## src/rtl/oclib_pkg.sv

```systemverilog
// Shared types for the oclib reset blocks: boolean enum used as a parameter type
// and the reset sequencer state encoding.
package oclib_pkg;

    typedef enum logic {
        False = 1'b0,
        True  = 1'b1
    } oclib_bool_e;

    typedef enum logic [1:0] {
        ASSERT  = 2'd0,
        RELEASE = 2'd1,
        DONE    = 2'd2
    } oclib_reset_seq_state_e;

    function automatic int max_int(input int a, input int b);
        return (a > b) ? a : b;
    endfunction

endpackage

```

## src/rtl/oclib_reset_sync_chain.sv

```systemverilog
// Async-assert / sync-deassert reset chain: out rises with in immediately and
// falls on the SyncCycles-th rising clock edge that samples in low.
module oclib_reset_sync_chain
    import oclib_pkg::*;
#(
    parameter int          SyncCycles = 3,
    parameter oclib_bool_e DontTouch  = True
) (
    input  logic clock,
    input  logic in,
    output logic out
);

    if (SyncCycles < 2) begin : g_bad_sync_cycles
        $error("oclib_reset_sync_chain: SyncCycles must be >= 2");
    end

    if (DontTouch == True) begin : g_keep
        (* keep = "true", dont_touch = "true", async_reg = "true" *)
        logic [SyncCycles-1:0] r_chain;

        // NOTE: sequential state uses non-blocking assignments so every flop samples pre-edge values.
        always_ff @(posedge clock or posedge in) begin
            if (in) begin
                r_chain <= '1;
            end else begin
                r_chain <= {r_chain[SyncCycles-2:0], 1'b0};
            end
        end

        assign out = r_chain[SyncCycles-1];
    end else begin : g_plain
        logic [SyncCycles-1:0] r_chain;

        always_ff @(posedge clock or posedge in) begin
            if (in) begin
                r_chain <= '1;
            end else begin
                r_chain <= {r_chain[SyncCycles-2:0], 1'b0};
            end
        end

        assign out = r_chain[SyncCycles-1];
    end

endmodule

```

## src/rtl/oclib_reset_sequencer.sv

```systemverilog
// Central reset source: stretches reset to AssertCycles, then releases resetOut
// bits one at a time in index order, ReleaseGap cycles apart, and raises done.
module oclib_reset_sequencer
    import oclib_pkg::*;
#(
    parameter int          Outputs      = 3,
    parameter int          SyncCycles   = 3,
    parameter int          AssertCycles = 16,
    parameter int          ReleaseGap   = 4,
    parameter oclib_bool_e DontTouch    = True
) (
    input  logic               clock,
    input  logic               reset,
    input  logic               resetRequest,
    output logic [Outputs-1:0] resetOut,
    output logic               done
);

    if (Outputs < 1 || AssertCycles < 1 || SyncCycles < 2) begin : g_bad_params
        $error("oclib_reset_sequencer: need Outputs>=1, AssertCycles>=1, SyncCycles>=2");
    end

    localparam int CntW = $clog2(max_int(AssertCycles, ReleaseGap) + 1);
    localparam int IdxW = $clog2(Outputs + 1);

    localparam logic [CntW-1:0] AssertLast = CntW'(AssertCycles - 1);
    localparam logic [CntW-1:0] GapLast    = CntW'((ReleaseGap > 0) ? ReleaseGap - 1 : 0);
    localparam logic [IdxW-1:0] IdxLast    = IdxW'(Outputs - 1);
    // With no gap, or a single output, everything releases on the ASSERT exit edge.
    localparam bit AllAtOnce = (ReleaseGap == 0) || (Outputs == 1);

    logic                   w_rst;
    oclib_reset_seq_state_e r_state;
    oclib_reset_seq_state_e w_state_next;
    logic [CntW-1:0]        r_count;
    logic [CntW-1:0]        w_count_next;
    logic [IdxW-1:0]        r_idx;
    logic [IdxW-1:0]        w_idx_next;
    logic [Outputs-1:0]     w_out_next;
    logic                   w_done_next;

    oclib_reset_sync_chain #(
        .SyncCycles (SyncCycles),
        .DontTouch  (DontTouch)
    ) u_sync (
        .clock (clock),
        .in    (reset),
        .out   (w_rst)
    );

    always_ff @(posedge clock or posedge w_rst) begin
        if (w_rst) begin
            r_state <= ASSERT;
            r_count <= '0;
            r_idx   <= '0;
        end else begin
            r_state <= w_state_next;
            r_count <= w_count_next;
            r_idx   <= w_idx_next;
        end
    end

    // NOTE: every always_comb output gets a default first, so no path can infer a latch.
    always_comb begin
        w_state_next = r_state;
        w_count_next = r_count;
        w_idx_next   = r_idx;
        w_out_next   = resetOut;
        w_done_next  = done;

        if (resetRequest) begin
            w_state_next = ASSERT;
            w_count_next = '0;
            w_idx_next   = '0;
            w_out_next   = '1;
            w_done_next  = 1'b0;
        end else begin
            case (r_state)
                ASSERT: begin
                    if (r_count == AssertLast) begin
                        w_count_next = '0;
                        if (AllAtOnce) begin
                            w_out_next   = '0;
                            w_done_next  = 1'b1;
                            w_state_next = DONE;
                        end else begin
                            w_out_next[0] = 1'b0;
                            w_idx_next    = IdxW'(1);
                            w_state_next  = RELEASE;
                        end
                    end else begin
                        w_count_next = r_count + CntW'(1);
                    end
                end
                RELEASE: begin
                    if (r_count == GapLast) begin
                        w_count_next      = '0;
                        w_out_next[r_idx] = 1'b0;
                        if (r_idx == IdxLast) begin
                            w_done_next  = 1'b1;
                            w_state_next = DONE;
                        end else begin
                            w_idx_next = r_idx + IdxW'(1);
                        end
                    end else begin
                        w_count_next = r_count + CntW'(1);
                    end
                end
                DONE: begin
                    w_out_next  = '0;
                    w_done_next = 1'b1;
                end
                default: begin
                    w_state_next = ASSERT;
                    w_count_next = '0;
                    w_idx_next   = '0;
                    w_out_next   = '1;
                    w_done_next  = 1'b0;
                end
            endcase
        end
    end

    // Output flops sit in their own process so keep attributes can be applied selectively.
    if (DontTouch == True) begin : g_out_keep
        (* keep = "true", dont_touch = "true" *) logic [Outputs-1:0] r_out;
        (* keep = "true", dont_touch = "true" *) logic               r_done;

        always_ff @(posedge clock or posedge w_rst) begin
            if (w_rst) begin
                r_out  <= '1;
                r_done <= 1'b0;
            end else begin
                r_out  <= w_out_next;
                r_done <= w_done_next;
            end
        end

        assign resetOut = r_out;
        assign done     = r_done;
    end else begin : g_out_plain
        logic [Outputs-1:0] r_out;
        logic               r_done;

        always_ff @(posedge clock or posedge w_rst) begin
            if (w_rst) begin
                r_out  <= '1;
                r_done <= 1'b0;
            end else begin
                r_out  <= w_out_next;
                r_done <= w_done_next;
            end
        end

        assign resetOut = r_out;
        assign done     = r_done;
    end

endmodule
```

## config.mk

```make
export PLATFORM = sky130hd
export DESIGN_NAME = oclib_reset_sequencer
export DESIGN_NICKNAME = d
export VERILOG_FILES = /design/src/rtl/oclib_pkg.sv /design/src/rtl/oclib_reset_sync_chain.sv /design/src/rtl/oclib_reset_sequencer.sv
export SDC_FILE = /design/constraint.sdc
export NUM_CORES = 1
export LEC_CHECK = 0
export CAP_MARGIN = 10
export CORE_MARGIN = 10
export CORE_UTILIZATION = 45
export CTS_BUF_LIST = sky130_fd_sc_hd__clkbuf_4 sky130_fd_sc_hd__clkbuf_8
export DETAILED_ROUTE_END_ITERATION = 8
export PLACE_DENSITY = 0.73
export SLEW_MARGIN = 20
export SYNTH_ARGS = -nofsm -noshare
export SYNTH_HDL_FRONTEND = slang
export SYNTH_HIERARCHICAL = 1
export SYNTH_SLANG_ARGS = --single-unit
```

## constraint.sdc

```tcl
create_clock -name clock -period 0.8 [get_ports clock]
set_input_delay 0.08 -clock clock [delete_from_list [all_inputs] [get_ports clock]]
set_output_delay 0.08 -clock clock [all_outputs]
set_load 0.02 [all_outputs]
```

==> flow_summary.yaml <==
drt:
  wl_per_cell_um: 14.8
  ant_nets: 0
  drc: 0
  dr_total_vias: 846
  drtIter0Drc: 31
  dr.pass1.iters: 4
  vias_per_cell: 5.22
  totalWireLength_um: 2390
global_route:
  grt_max_degree: 10
  antenna_found_initial: 0
  grt_pass1_wl_um: 3930
  grt_usage_pct: 11.4
  grt_pass1_vias: 884
  grt_remaining_overflow: 0
floorplan:
  die_w_um: 67.2
  dieHeight_um: 67.2
  row_count: 17
  io_pins: 7
  core_um2: 2170
  initial_core_util_pct: 46.1
  die_area_um2: 4510
finish:
  final_cell_mix: "33 x buf_4, 10 x dfrtp_1, 9 x inv_1"
  post-route-util_pct: 67.1
  fin_cells: 162
  area_growth_pct: 45.5
  register_area_um2: 408
  final_nets: 148
  antenna_cells: 0
  layout_commonest_cell: "buf_4"
  multi_input_area_um2: 604
  nFillCells: 166
  drive_above_1_share_pct: 53.0
setup_path:
  cp_num_buf_inv: 1
  crit_type: "reg2reg"
  arrival_ns: 2.09
  crit_family: "flip-flops"
  worst_path_most_repeated_cell: "ha_4"
  cp.required_ns: 0.99
  start_kind: "flip-flop"
  crit_chain: "ha_4 -> nand3_4 -> inv_2 -> ha_4 -> and2b_4 -> o31a_1 -> o41ai_4 -> mux2_4"
  crit_fanout: 4
  slowest_stage: "dfrtp_1"
  crit_path_end_kind: "flip-flop"
  slowest_delay_ns: 0.43
synthesis:
  syn_area_um2: 1000
  syn-num-nets: 108
  syn_avg_cell_area_um2: 10.5
  yosys_warnings: 6
  syn_inst: 95
clock_tree:
  cts_tree: "built"
  clk_path_buf_depth: 2
  cts_hold_buf: 0
  clock-sinks: 16
  cts-root-buf: "clkbuf_4"
  cts-buffers-inserted: 3
  path_clk_slew_ns: 0.10
  htreeDepth: 1
  clkLatencyLatePin_ns: 0.29
timing:
  setup_slack_ns: -1.10
  rsz0062_at_grt: "true"
  fin_crit_sh_pct: 237
  finalHoldViolations: 0
  setup_viol: 17
  slew_violations: 0
  fmax_ghz: 0.527
  period_needed_ns: 1.90
  skew_ns: 0.000828
pwr:
  vdd_drop_max_mv: 0.976
  p_leak_uw: 0.000679
  p_per_area_nw_per_um2: 1200
outcome:
  status: "complete, but fails checks"
  violations: "negative setup slack"
placed_design:
  place_inst: 152
  gp_congestion: 0.903
  io_buffers: 6
  hpwl_um: 1700
worst_hold_path:
  hold_path_class: "in2async"
job:
  maxCapViolCount: 0
-- repair_timing --
action	4_1_cts	5_1_grt
pin swaps	8	9
gates resized for setup	38	4
buffers inserted	3	3
setup endpoints to repair	17	17
-- registers in the layout, indices dropped and copies added, names as in the netlist --
| signal | flops |
|---|---|
| r_count | 5 |
| r_state | 2 |
| done | 1 |
| r_idx | 2 |
| u_sync/g_keep.r_chain | 3 |
| resetOut | 3 |
-- stage by stage --
stage	area, um2	setup WS [ns]	hold slack (ns)	setup TNS, ns	power [uW]
after floorplan	1010	-1.06	0.0133	-10.95	1040
after global placement	1280	-1.01	0.138	-13.30	1130
after detailed placement	1280	-1.14	0.146	-14.40	1150
after CTS	1410	-1.07	0.115	-13.04	1740
after global routing	1460	-1.18	0.118	-14.49	1830
final	1460	-1.10	0.111	-13.38	1750
-- path summary, 6_finish.rpt --
kind                                     startpoint                        to  slack (ns)  depth (start not counted)
max                                      r_count[1]                  r_idx[0]       -1.10                          8
max in group asynchronous  u_sync/g_keep.r_chain[2]                r_count[0]        0.27                          2
max reg2reg                              r_count[1]                  r_idx[0]       -1.10                          8
min                                           reset  u_sync/g_keep.r_chain[0]        0.11                          2
min reg2reg                u_sync/g_keep.r_chain[2]                  r_idx[1]        0.15                          1
min in group clock         u_sync/g_keep.r_chain[0]  u_sync/g_keep.r_chain[1]        0.36                          0
-- cell type report --
cell class	count	area share, %
Tap cell	28	2.41
Clock buffer	4	2.49
Timing Repair Buffer	41	23.0
Multi-Input combinational cell	63	41.5
Sequential cell	16	28.0
Inverter	10	2.58
-- power breakdown --
part	switching [uW]	internal, uW	total, uW
Clock	282	277	560
Sequential	27.9	858	886
Combinational	136	170	306
Total	446	1310	1750
-- routing by layer --
| metal | GRT usage, % | vias to the layer above | share of wire [%] |
|---|---|---|---|
| li1 | - | 407 | - |
| met1 | 12.2 | 415 | 44 |
| met3 | 2.98 | 6 | 3.1 |
| met5 | 0 | - | 0 |
| met2 | 19.9 | 18 | 51 |
| met4 | 6.67 | 0 | 1.8 |
Note: power is estimated with default switching activity, not from simulation.
